### src/rtl/reg_readback_tx.sv
// Turns a register read result into a framed byte stream for uart_tx:
// header, address, value bytes (MSB first), XOR checksum.
module reg_readback_tx #(
    parameter int WORD_WIDTH = 8,
    parameter int VALUE_WORDS = 4,
    parameter logic [WORD_WIDTH-1:0] RESP_HEADER = 8'h55,
    parameter int ACK_TIMEOUT = 4
) (
    input  logic                            clk,
    input  logic                            i_reset,
    input  logic                            i_r_valid,
    input  logic [WORD_WIDTH-1:0]           i_r_addr,
    input  logic [WORD_WIDTH*VALUE_WORDS-1:0] i_r_data,
    output logic                            o_ready,
    output logic [WORD_WIDTH-1:0]           o_data,
    output logic                            o_dv,
    input  logic                            i_busy,
    output logic                            o_overflow
);

    // state | meaning
    // IDLE  | holding register free, o_ready high
    // SEND  | present current byte, strobe o_dv next cycle
    // ACK   | wait for uart busy to rise, bounded by ACK_TIMEOUT
    // DRAIN | wait for uart busy to fall, then advance byte index

    localparam int NUM_BYTES = VALUE_WORDS + 3;
    localparam int IDX_W     = $clog2(NUM_BYTES);
    localparam int VALUE_W   = WORD_WIDTH * VALUE_WORDS;
    localparam int TMR_W     = $clog2(ACK_TIMEOUT + 1);

    typedef enum logic [1:0] {
        IDLE  = 2'd0,
        SEND  = 2'd1,
        ACK   = 2'd2,
        DRAIN = 2'd3
    } state_t;

    state_t                state, next_state;
    logic [WORD_WIDTH-1:0] hold_addr, next_addr;
    logic [VALUE_W-1:0]    hold_data, next_data;
    logic [WORD_WIDTH-1:0] hold_csum, next_csum;
    logic [IDX_W-1:0]      idx, next_idx;
    logic [TMR_W-1:0]      tmr, next_tmr;
    logic [WORD_WIDTH-1:0] next_o_data;
    logic                  next_o_dv;
    logic                  next_overflow;
    logic [WORD_WIDTH-1:0] csum_in;
    logic [WORD_WIDTH-1:0] cur_byte;

    assign o_ready = (state == IDLE);

    // Checksum is precomputed from the incoming result at latch time.
    always_comb begin
        csum_in = i_r_addr;
        for (int k = 0; k < VALUE_WORDS; k++) begin
            csum_in = csum_in ^ i_r_data[k*WORD_WIDTH +: WORD_WIDTH];
        end
    end

    always_comb begin
        cur_byte = '0;
        if (idx == '0) begin
            cur_byte = RESP_HEADER;
        end else if (idx == IDX_W'(1)) begin
            cur_byte = hold_addr;
        end else if (idx == IDX_W'(NUM_BYTES - 1)) begin
            cur_byte = hold_csum;
        end else begin
            for (int k = 0; k < VALUE_WORDS; k++) begin
                if (int'(idx) == k + 2) begin
                    cur_byte = hold_data[(VALUE_WORDS-1-k)*WORD_WIDTH +: WORD_WIDTH];
                end
            end
        end
    end

    always_comb begin
        next_state    = state;
        next_addr     = hold_addr;
        next_data     = hold_data;
        next_csum     = hold_csum;
        next_idx      = idx;
        next_tmr      = tmr;
        next_o_data   = o_data;
        next_o_dv     = 1'b0;
        next_overflow = i_r_valid && (state != IDLE);

        unique case (state)
            IDLE: begin
                next_idx = '0;
                if (i_r_valid) begin
                    next_addr  = i_r_addr;
                    next_data  = i_r_data;
                    next_csum  = csum_in;
                    next_state = SEND;
                end
            end
            SEND: begin
                next_o_dv   = 1'b1;
                next_o_data = cur_byte;
                next_tmr    = TMR_W'(ACK_TIMEOUT - 1);
                next_state  = ACK;
            end
            ACK: begin
                if (i_busy || (tmr == '0)) begin
                    next_state = DRAIN;
                end else begin
                    next_tmr = tmr - 1'b1;
                end
            end
            DRAIN: begin
                if (!i_busy) begin
                    if (idx == IDX_W'(NUM_BYTES - 1)) begin
                        next_idx   = '0;
                        next_state = IDLE;
                    end else begin
                        next_idx   = idx + 1'b1;
                        next_state = SEND;
                    end
                end
            end
            default: next_state = IDLE;
        endcase
    end

    always_ff @(posedge clk) begin
        if (i_reset) begin
            state      <= IDLE;
            hold_addr  <= '0;
            hold_data  <= '0;
            hold_csum  <= '0;
            idx        <= '0;
            tmr        <= '0;
            o_data     <= '0;
            o_dv       <= 1'b0;
            o_overflow <= 1'b0;
        end else begin
            state      <= next_state;
            hold_addr  <= next_addr;
            hold_data  <= next_data;
            hold_csum  <= next_csum;
            idx        <= next_idx;
            tmr        <= next_tmr;
            o_data     <= next_o_data;
            o_dv       <= next_o_dv;
            o_overflow <= next_overflow;
        end
    end

endmodule

### config.mk
export PLATFORM = sky130hd
export DESIGN_NAME = reg_readback_tx
export DESIGN_NICKNAME = d
export VERILOG_FILES = /design/src/rtl/reg_readback_tx.sv
export SDC_FILE = /design/constraint.sdc
export NUM_CORES = 1
export LEC_CHECK = 0
export CAP_MARGIN = 20
export CORE_MARGIN = 1.5
export CORE_UTILIZATION = 40
export DETAILED_ROUTE_END_ITERATION = 6
export DONT_BUFFER_PORTS = 1
export GPL_ROUTABILITY_DRIVEN = 1
export HOLD_SLACK_MARGIN = 0.15
export PLACE_DENSITY = 0.68
export SYNTH_ARGS = -nofsm -noshare
export SYNTH_HDL_FRONTEND = slang
export SYNTH_SLANG_ARGS = --single-unit
### constraint.sdc
create_clock -name clk -period 1.75 [get_ports clk]
set_input_delay 0.35 -clock clk [delete_from_list [all_inputs] [get_ports clk]]
set_output_delay 0.35 -clock clk [all_outputs]
set_load 0.01 [all_outputs]
==> reports/metrics.cfg <==
[status]
status = finished, final reports clean

[worst_hold_path]
min_from = i_r_data[16]
holdPathEnd = hold_data[16]
worstHoldPathType = input pin to register
holdPathStages = 2

[floorplanning]
die_y_um = 94.5
rows = 33
coreArea_mm2 = 0.00818
start_util_pct = 41.0
dieArea_mm2 = 0.00893
die_w_um = 94.5
pin_count = 55

[synth]
ys_types = 46
synth_simple_gate_area_share_pct = 20.6
syn-cell-area_mm2 = 0.00335
syn-mean-instance-area_um2 = 8.29
synthAdderAreaFrac_pct = 2.62
ys_async_sr_fraction_pct = 0
ys_ff_latch = 66
synth_warnings = 0
muxShareOfSynthArea_pct = 0.299
synth_top_family_by_area = compound AO/OA/AOI/OAI gates
syn_inst = 404
synth_compound_area_share_pct = 22.3
synth-edff-count = 0
synth_fp_nets = 455
synthFlopType = dfxtp_1
yosysSeqAreaShare_pct = 39.5
synth_xor_area_share_pct = 9.83

[clocking]
clkSinkCount = 66
clk_latency_ps = 350
clkTransAtPathRegs_ps = 70
root_buffer = clkbuf_8
htree_num_levels = 3
cts_tree = built
numCtsBuffers = 9
clock_path_buffers = 2

[job]
maxCapViolCount = 0

[cells_and_area]
n_antenna_cell = 0
final_nets = 493
drive_above_1_share_pct = 9.17
postLayoutCoreUtil_pct = 49.9
area_growth_pct = 21.8
instances_no_fill = 552

[power]
p_per_area_mw_per_mm2 = 1140
p_switching_mw = 1.64
leakage_nw = 1.56
pwr-share-seq_pct = 44.5
ir_worst_vdd_uv = 531
pwr-share-clk_pct = 24.3
p_comb_share_pct = 31.2
internal_power_mw = 3.02
switching_share_pct = 35.3

[drt]
drt-wirelength-per-cell_um = 15.0
drt_iter0_markers = 283
routed_wl_mm = 8.29
dr.pass1.iters = 5
vias_per_cell = 5.43
ant_nets = 0
drc = 0
vias = 3000

[timing]
finalSetupViolCount = 0
finalHoldWorstSlack_ps = 153
final_max_slew_viol_count = 0
final.setup.tns_ps = 0
rsz0062_at_grt = no
slew_headroom_pct = 73.6
hold_viol_final = 0
clock_skew_ps = 7.61
fmax_mhz = 608
min_period_over_period_pct = 94.0
tightest_slew_ps = 395
min_period_ps = 1650

[global_route]
grt_remaining_overflow = 0
antenna_found_initial = 0
grt_pass1_wl_mm = 13.6
grt_start_max_net_pins = 59
grt.total_usage_pct = 19.5
grt_pass1_vias = 2876

[critical_path]
slowest_stage = nor3_1
r2r-end = o_data[7]
reg2reg_from = idx[2]
critical_path_buf_inv_count = 2
startpoint_type = register
cp_max_fo = 12
critPathCaptureType = register
arrival_ps = 1890
reg2reg_setup_slack_ps = 100
rr_worst_depth = 6
crit_type = register to register
cp.required_ps = 2000
path_cells = buf_4, nor2b_1, buf_4, nor3_1, nor2b_1, a21o_1
critical_path.max_stage_delay_ps = 340
crit_family = simple AND/OR/NAND/NOR gates

[place]
gp_congestion = 0.785
dp_hpwl_mm = 5.49
dpl.cell_count = 498
io_buffers = 0

-- area by class of cell --
cell class,count,area [um2]
multi-input combinational,303,1880
tap,105,131
clock inverter,5,30.0
fill,784,4100
clock buffer,11,141
sequential,66,1320
inverter,8,30.0
timing repair buffer,54,543
-- worst register-to-register path: cells and delay by family (launching register included) --
family                 cells  cell delay [ps]
and+or+nand+nor            3              690
buffers and inverters      2              340
AOI/OAI and AO/OA          1              190
DFF                        1              320
-- power groups by stage --
| stage | Sequential [mW] | Combinational (mW) | Clock, mW |
|---|---|---|---|
| 6_report | 2.07 | 1.45 | 1.13 |
| 2_1_floorplan | 2.01 | 1.08 | 0 |
| 4_1_cts | 2.07 | 1.45 | 1.15 |
| 3_3_place_gp | 2.10 | 1.31 | 0 |
| 3_5_place_dp | 2.11 | 1.35 | 0 |
| 5_1_grt | 2.10 | 1.64 | 1.22 |
-- synthesized netlist by cell type (5+ instances only) --
cell type  number  area [um2]
xnor2_1         8        70.1
xor2_1          9        78.8
o21ai_0         8        40.0
nand2_1       106         398
o22ai_1         8        50.1
nor2b_1         8        50.1
buf_2           6        30.0
ha_1            7        87.6
nand3_1         7        35.0
a21oi_1        55         275
a21o_1          5        37.5
a211oi_1       11        82.6
clkbuf_1       15        56.3
dfxtp_1        66        1320
a221o_1         5        50.1
inv_1           8        30.0
xnor3_1         8         180
nor2_1         15        56.3
a32oi_1         5        43.8
-- flip-flops by register name (all words and copies together), names as in the netlist --
name        cells
hold_addr       8
hold_csum       8
hold_data      32
idx             3
o_data          8
o_dv            1
o_overflow      1
state           2
tmr             3
-- cells in the final DEF (no fill, tap or decap), types with 2 or more instances in the layout --
cell type and instances:
o22ai_1 8, nor2b_1 8, inv_2 2, a211oi_1 11, xnor3_1 8, and3_1 4, clkbuf_8 10, xor2_1 9
a22oi_1 4, clkinv_2 3, nor3_1 2, a21boi_0 2, nand2_1 106, a21o_1 5, a32oi_1 5, a311oi_1 2
buf_4 14, xnor2_1 8, o21a_1 4, inv_1 6, clkinvlp_4 2, a221o_1 5, dfxtp_1 65, o2111ai_1 3
ha_1 6, o21ai_0 8, buf_12 2, nor2_1 15, a21oi_1 55, dlygate4sd3_1 37, nand3_1 7
-- kinds of logic (layout without fill, tap and decap cells) --
| kind of cell | count (synthesis) | count (layout) |
|---|---|---|
| flops | 66 | 66 |
| simple gates | 152 | 152 |
| mux | 1 | 1 |
| compound gates | 118 | 118 |
| fa+ha+maj | 7 | 7 |
| xor+xnor | 25 | 25 |
| buf+inv | 35 | 78 |
-- routing by layer --
layer	global-route usage (%)	vias to the layer above	part of all wire [%]
met5	0	-	0
met4	8.71	0	2.7
met3	4.99	18	6.7
met2	32.3	99	48
met1	23.9	1402	42
li1	-	1481	-
-- how the worst max path moves through the flow --
stage,from,to,depth (start not counted)
final,idx[2],o_data[7],6
after global routing,state[0],state[0],6
after CTS,state[0],state[0],6
after detailed placement,state[0],state[0],6
after global placement,idx[0],o_data[4],7
after floorplan,idx[2],o_data[4],8
-- per-stage QoR --
stage	cell area (um2)	setup WS [ps]	power (mW)
after detailed placement	3500	41.5	3.46
final	4080	104	4.66
after floorplan	3370	4.41	3.09
after global placement	3500	160	3.40
after CTS	4070	41.7	4.67
after global routing	4080	27.2	4.96
-- what timing repair did --
action | in CTS | in global routing
setup buffers | 0 | 0
hold buffers | 38 | 0
resized for setup | 0 | 3
endpoints found under the hold margin | 58 | 0
setup endpoints to repair | 0 | 1
No activity file was read; power rests on OpenSTA's default activity.
